[config.mk]
export PLATFORM = sky130hd
export DESIGN_NAME = inst_fetch_queue_flat
export DESIGN_NICKNAME = d
export VERILOG_FILES = /design/src/rtl/ifq_pkg.sv /design/src/rtl/inst_fetch_queue_if.sv /design/src/rtl/ifq_fifo.sv /design/src/rtl/inst_fetch_queue.sv /design/src/flat_wrapper.sv
export SDC_FILE = /design/constraint.sdc
export NUM_CORES = 1
export LEC_CHECK = 0
export BUFFER_PORTS_ARGS = -buffer_cell sky130_fd_sc_hd__buf_4
export CORE_MARGIN = 3
export CORE_UTILIZATION = 57
export DETAILED_ROUTE_END_ITERATION = 12
export MAX_ROUTING_LAYER = met4
export PLACE_DENSITY = 0.83
export SYNTH_ARGS = -nofsm -noshare
export SYNTH_HDL_FRONTEND = slang
export SYNTH_HIERARCHICAL = 1
export SYNTH_SLANG_ARGS = --single-unit
[constraint.sdc]
create_clock -name clk -period 4.03 [get_ports clk]
set_input_delay 0.403 -clock clk [delete_from_list [all_inputs] [get_ports clk]]
set_output_delay 0.403 -clock clk [all_outputs]
set_load 0.02 [all_outputs]
[src/rtl/ifq_pkg.sv]
// rtl/ifq_pkg.sv - shared types and defaults for the instruction fetch queue
package ifq_pkg;

    localparam int unsigned IFQ_ADDR_W = 32;
    localparam int unsigned IFQ_DATA_W = 32;

    // Fetch PC after reset and the instruction word shown when the queue is empty
    localparam logic [IFQ_ADDR_W-1:0] IFQ_RESET_PC = '0;
    localparam logic [IFQ_DATA_W-1:0] IFQ_NOP      = 32'h0000_0000;

    typedef struct packed {
        logic [IFQ_ADDR_W-1:0] pc;
        logic [IFQ_DATA_W-1:0] inst;
    } ifq_entry_t;

endpackage

[src/rtl/inst_fetch_queue_if.sv]
// rtl/inst_fetch_queue_if.sv - memory, decode and redirect signals of the fetch queue
interface inst_fetch_queue_if #(
    parameter int unsigned DEPTH  = 4,
    parameter int unsigned ADDR_W = 32,
    parameter int unsigned DATA_W = 32
);
    localparam int unsigned CNT_W = $clog2(DEPTH) + 1;

    logic [ADDR_W-1:0] imem_addr;
    logic [DATA_W-1:0] imem_inst;
    logic              out_valid;
    logic [DATA_W-1:0] out_inst;
    logic [ADDR_W-1:0] out_pc;
    logic              out_ready;
    logic              redirect_valid;
    logic [ADDR_W-1:0] redirect_pc;
    logic [CNT_W-1:0]  count;

    // Fetch queue side
    modport master (
        output imem_addr,
        input  imem_inst,
        output out_valid,
        output out_inst,
        output out_pc,
        input  out_ready,
        input  redirect_valid,
        input  redirect_pc,
        output count
    );

    // Memory / decode / execute side
    modport slave (
        input  imem_addr,
        output imem_inst,
        input  out_valid,
        input  out_inst,
        input  out_pc,
        output out_ready,
        output redirect_valid,
        output redirect_pc,
        input  count
    );

endinterface

[src/rtl/ifq_fifo.sv]
// rtl/ifq_fifo.sv - generic synchronous FIFO with flush, count and head data
module ifq_fifo #(
    parameter int unsigned DEPTH = 4,
    parameter int unsigned WIDTH = 64,
    localparam int unsigned PTR_W = $clog2(DEPTH),
    localparam int unsigned CNT_W = PTR_W + 1
) (
    input  logic             clk,
    input  logic             rst,
    input  logic             flush,
    input  logic             push,
    input  logic             pop,
    input  logic [WIDTH-1:0] wdata,
    output logic [WIDTH-1:0] rdata,
    output logic [CNT_W-1:0] count,
    output logic             full,
    output logic             empty
);

    logic [WIDTH-1:0] mem [DEPTH];
    logic [PTR_W-1:0] rd_ptr;
    logic [PTR_W-1:0] wr_ptr;
    logic             do_push;
    logic             do_pop;

    assign full  = (count == CNT_W'(DEPTH));
    assign empty = (count == '0);

    // A push into a full FIFO is only legal when the head leaves in the same cycle
    assign do_pop  = pop & ~empty;
    assign do_push = push & (~full | do_pop);

    assign rdata = mem[rd_ptr];

    // Pointer and occupancy tracking; flush empties the FIFO without touching storage
    always_ff @(posedge clk) begin
        if (rst || flush) begin
            rd_ptr <= '0;
            wr_ptr <= '0;
            count  <= '0;
        end else begin
            if (do_push) wr_ptr <= wr_ptr + PTR_W'(1);
            if (do_pop)  rd_ptr <= rd_ptr + PTR_W'(1);
            count <= count + CNT_W'(do_push) - CNT_W'(do_pop);
        end
    end

    // Entry storage, written only on an accepted push
    always_ff @(posedge clk) begin
        if (do_push && !flush && !rst) begin
            mem[wr_ptr] <= wdata;
        end
    end

endmodule

[src/rtl/inst_fetch_queue.sv]
// rtl/inst_fetch_queue.sv - fetch PC owner feeding {pc, inst} entries to decode
module inst_fetch_queue
    import ifq_pkg::*;
#(
    parameter int unsigned       DEPTH    = 4,
    parameter int unsigned       ADDR_W   = 32,
    parameter int unsigned       DATA_W   = 32,
    parameter logic [ADDR_W-1:0] RESET_PC = ADDR_W'(IFQ_RESET_PC),
    parameter logic [ADDR_W-1:0] PC_STEP  = ADDR_W'(1)
) (
    input  logic               clk,
    input  logic               rst,
    inst_fetch_queue_if.master ifq
);

    localparam int unsigned CNT_W = $clog2(DEPTH) + 1;

    logic [ADDR_W-1:0]        fetch_pc;
    logic                     push;
    logic                     pop;
    logic                     full;
    logic                     empty;
    logic [ADDR_W+DATA_W-1:0] head;
    logic [CNT_W-1:0]         fifo_count;

    assign ifq.imem_addr = fetch_pc;

    // A redirect voids any handshake at the head and suppresses the fetch of the stale path
    assign pop  = ~empty & ifq.out_ready & ~ifq.redirect_valid;
    assign push = (~full | pop) & ~ifq.redirect_valid;

    ifq_fifo #(
        .DEPTH (DEPTH),
        .WIDTH (ADDR_W + DATA_W)
    ) u_fifo (
        .clk   (clk),
        .rst   (rst),
        .flush (ifq.redirect_valid),
        .push  (push),
        .pop   (pop),
        .wdata ({fetch_pc, ifq.imem_inst}),
        .rdata (head),
        .count (fifo_count),
        .full  (full),
        .empty (empty)
    );

    // Head is masked so decode never sees stale storage while the queue is empty
    assign ifq.out_valid = ~empty;
    assign ifq.out_pc    = empty ? '0 : head[DATA_W +: ADDR_W];
    assign ifq.out_inst  = empty ? DATA_W'(IFQ_NOP) : head[DATA_W-1:0];
    assign ifq.count     = fifo_count;

    // Fetch PC: restart on reset or redirect, otherwise advance once per accepted fetch
    always_ff @(posedge clk) begin
        if (rst) begin
            fetch_pc <= RESET_PC;
        end else if (ifq.redirect_valid) begin
            fetch_pc <= ifq.redirect_pc;
        end else if (push) begin
            fetch_pc <= fetch_pc + PC_STEP;
        end
    end

endmodule
[src/flat_wrapper.sv]
// flat-port wrapper written by rule: the top's interface ports become plain ports
module inst_fetch_queue_flat import ifq_pkg::*;
#(
    parameter int unsigned       DEPTH    = 4,
    parameter int unsigned       ADDR_W   = 32,
    parameter int unsigned       DATA_W   = 32,
    parameter logic [ADDR_W-1:0] RESET_PC = ADDR_W'(IFQ_RESET_PC),
    parameter logic [ADDR_W-1:0] PC_STEP  = ADDR_W'(1)
)
  (clk, rst, ifq_imem_addr, ifq_imem_inst, ifq_out_valid, ifq_out_inst, ifq_out_pc, ifq_out_ready, ifq_redirect_valid, ifq_redirect_pc, ifq_count);
  inst_fetch_queue_if #(.DEPTH(DEPTH), .ADDR_W(ADDR_W), .DATA_W(DATA_W)) ifq_i ();
  input  logic clk;
  input  logic rst;
  output wire logic [$bits(ifq_i.imem_addr)-1:0] ifq_imem_addr;
  input wire logic [$bits(ifq_i.imem_inst)-1:0] ifq_imem_inst;
  output wire logic [$bits(ifq_i.out_valid)-1:0] ifq_out_valid;
  output wire logic [$bits(ifq_i.out_inst)-1:0] ifq_out_inst;
  output wire logic [$bits(ifq_i.out_pc)-1:0] ifq_out_pc;
  input wire logic [$bits(ifq_i.out_ready)-1:0] ifq_out_ready;
  input wire logic [$bits(ifq_i.redirect_valid)-1:0] ifq_redirect_valid;
  input wire logic [$bits(ifq_i.redirect_pc)-1:0] ifq_redirect_pc;
  output wire logic [$bits(ifq_i.count)-1:0] ifq_count;
  assign ifq_imem_addr = ifq_i.imem_addr;
  assign ifq_i.imem_inst = ifq_imem_inst;
  assign ifq_out_valid = ifq_i.out_valid;
  assign ifq_out_inst = ifq_i.out_inst;
  assign ifq_out_pc = ifq_i.out_pc;
  assign ifq_i.out_ready = ifq_out_ready;
  assign ifq_i.redirect_valid = ifq_redirect_valid;
  assign ifq_i.redirect_pc = ifq_redirect_pc;
  assign ifq_count = ifq_i.count;
  inst_fetch_queue #(.DEPTH(DEPTH), .ADDR_W(ADDR_W), .DATA_W(DATA_W), .RESET_PC(RESET_PC), .PC_STEP(PC_STEP)) u_core (.clk(clk), .rst(rst), .ifq(ifq_i));
endmodule
==> metrics.cfg <==
[status]
status=finished, final reports clean

[power]
pwr-share-seq=0.562
ir_worst_vdd_mv=0.296
clock_power_share=0.372
power.density_nw_per_um2=428
leakage_uw=0.00494
p_sw_frac=0.211
p_switching_uw=1300
combPwrFrac=0.066
p_int_uw=4870
total_power_uw=6170

[critical_path]
crit_type=flop to output port
end_kind=output port
cp-start-kind=flop
cp_max_fo=31
cp.required_ns=3.63
critical_path_arrival_ns=2.66

[synth]
synth-edff-count=256
yosys.area.top_type=edfxtp_1
synth_area_per_cell_um2=17.5
syn_area_um2=12100
synth-seq-cells=297
post-synth-top-area-fraction=0.633
yosysSeqAreaShare=0.701
syn_nets=769
ys_async_sr_fraction=0
netlist_instances=694
ys_warn_count=6
yosysMostFrequentCell=edfxtp_1
synthTopCellsByArea=edfxtp_1, mux4_2, dfxtp_1
synth_commonest_cells=edfxtp_1, nor2b_1, mux4_2, dfxtp_1, nand2_1
synth_cell_types=53
ys.flop_type=edfxtp_1

[timing]
fin_crit_sh=0.760
finClkSkew_ns=0.0117
rsz0062_at_grt=no
finalCriticalPeriod_ns=3.06
setup_violations=0
hold_violations=0
tightest_slew_ns=0.915
max-slew-margin-rel=0.390
fmax_mhz=326
drv_slew=0
finalSetupTns_ns=0
setup_slack_ns=0.965

[placed_design]
io_buffers=167
pre_cts_slack_ns=1.09
gp_congestion=0.871
dpl.hpwl_um=15700

[route]
wl_per_cell_um=21.7
vias=6768
drt_iter0_markers=477
drc=0
totalWireLength_um=25100
ant_nets=0
vias_per_cell=5.86
drt-pass1-iter-count=5

[layout]
areaGrowthSynthToFinish_pct=18.9
drive_above_1_share=0.328
antenna_cells=0
fillerInstances=1310
nets=943

[clock_tree]
cts-root-buf=clkbuf_16
cts.sinks=297
postCtsSetupRepairBufs=0
htreeDepth=1
cts_made_buffers=27
cts_resized=0
cts_tree=done
clkTransAtPathRegs_ns=0.06
clock_latency_ns=0.53
cts.hold.buffers_added=0
clock_path_buffers=3

[floorplan]
die-area_um2=23100
core.rowCount=52
die_y_um=152
core_um2=20600
start_util=0.590
die_x_um=152
num_io_pins=168

[global_route]
grt-ovfl-total=0
grt_max_degree=65
grt_pass1_vias=6983
grt_usage=0.219
grt_pass1_wl_um=39200
antenna_found_initial=0

[flow_run]
drv_cap=0

[worst_hold_path]
min_path_type=primary input to flop

state kept, by name, summed over array words and instances (netlist names), named ones only:
register	count
u_core/u_fifo/wr_ptr	2
u_core/u_fifo/mem	256
u_core/ifq.imem_addr	32
u_core/u_fifo/count	3
u_core/u_fifo/rd_ptr	2
cell usage in the layout (no fill, tap or decap), types with 16 or more instances in the layout:
cell and n:
buf_4 174, edfxtp_1 256, nor2_1 29, nand3_1 22, xor2_1 25, a211oi_1 16
mux4_2 60, nor2b_1 64, clkbuf_16 27, dfxtp_1 39, nand2_1 30
cell type report:
| cell class | count | area, um^2 | share of cell area |
|---|---|---|---|
| tap | 270 | 338 | 0.0234 |
| sequential | 297 | 8520 | 0.590 |
| clock inverter | 7 | 56.3 | 0.00390 |
| inverter | 15 | 56.3 | 0.00390 |
| timing repair buffer | 178 | 1390 | 0.0961 |
| clock buffer | 39 | 721 | 0.0500 |
| multi-input combinational | 349 | 3350 | 0.232 |
worst max-delay path, cell delays in order, from the launching register on:
cell     delay, ns
dfxtp_4       0.74
buf_4         0.44
mux4_1        0.58
nor2b_1       0.15
buf_4         0.20
routing by layer:
layer	vias up	wire length, um	share of wire	track usage
met5	-	0	0	-
met4	0	656	0.026	0.0604
met3	63	1760	0.070	0.0464
met2	272	12100	0.48	0.338
met1	3381	10600	0.42	0.302
li1	3052	-	-	-
power groups by stage:
stage / Clock [uW] / Sequential, uW / Combinational [uW]
finish: 2300 / 3470 / 408
global route: 2460 / 3470 / 437
CTS: 2340 / 3470 / 411
detailed placement: 0 / 3530 / 408
global placement: 0 / 3530 / 401
floorplan: 0 / 3530 / 183
logic make-up after synthesis:
family | synth area share
buffers and inverters | 0.0248
adders and majority gates | 0.00783
and+or+nand+nor | 0.0855
xor gates and xnor gates | 0.0231
DFF | 0.701
muxes | 0.122
AOI/OAI and AO/OA | 0.0354
through the flow:
step / util / cell area, um^2 / hold slack, ns / std cells
final: 0.702 / 14400 / 0.0747 / 1155
after CTS: 0.702 / 14400 / 0.0630 / 1155
after global routing: 0.702 / 14400 / 0.0629 / 1155
after floorplan: - / 12100 / 0.468 / 694
after global placement: 0.664 / 13600 / 0.491 / 1109
after detailed placement: 0.664 / 13600 / 0.500 / 1109
final timing paths:
kind | startpoint | end | slack [ns] | cells after the start
worst max register to register | u_core/u_fifo/count[2] | u_core/u_fifo/count[2] | 1.07 | 11
worst min register to register | u_core/u_fifo/wr_ptr[1] | u_core/u_fifo/wr_ptr[1] | 0.51 | 2
worst max-delay path | flop | ifq_out_pc[27] | 0.97 | 4
worst min-delay path | ifq_imem_inst[1] | u_core/u_fifo/mem[3][1] | 0.07 | 1
(Power assumes the default switching activity.)
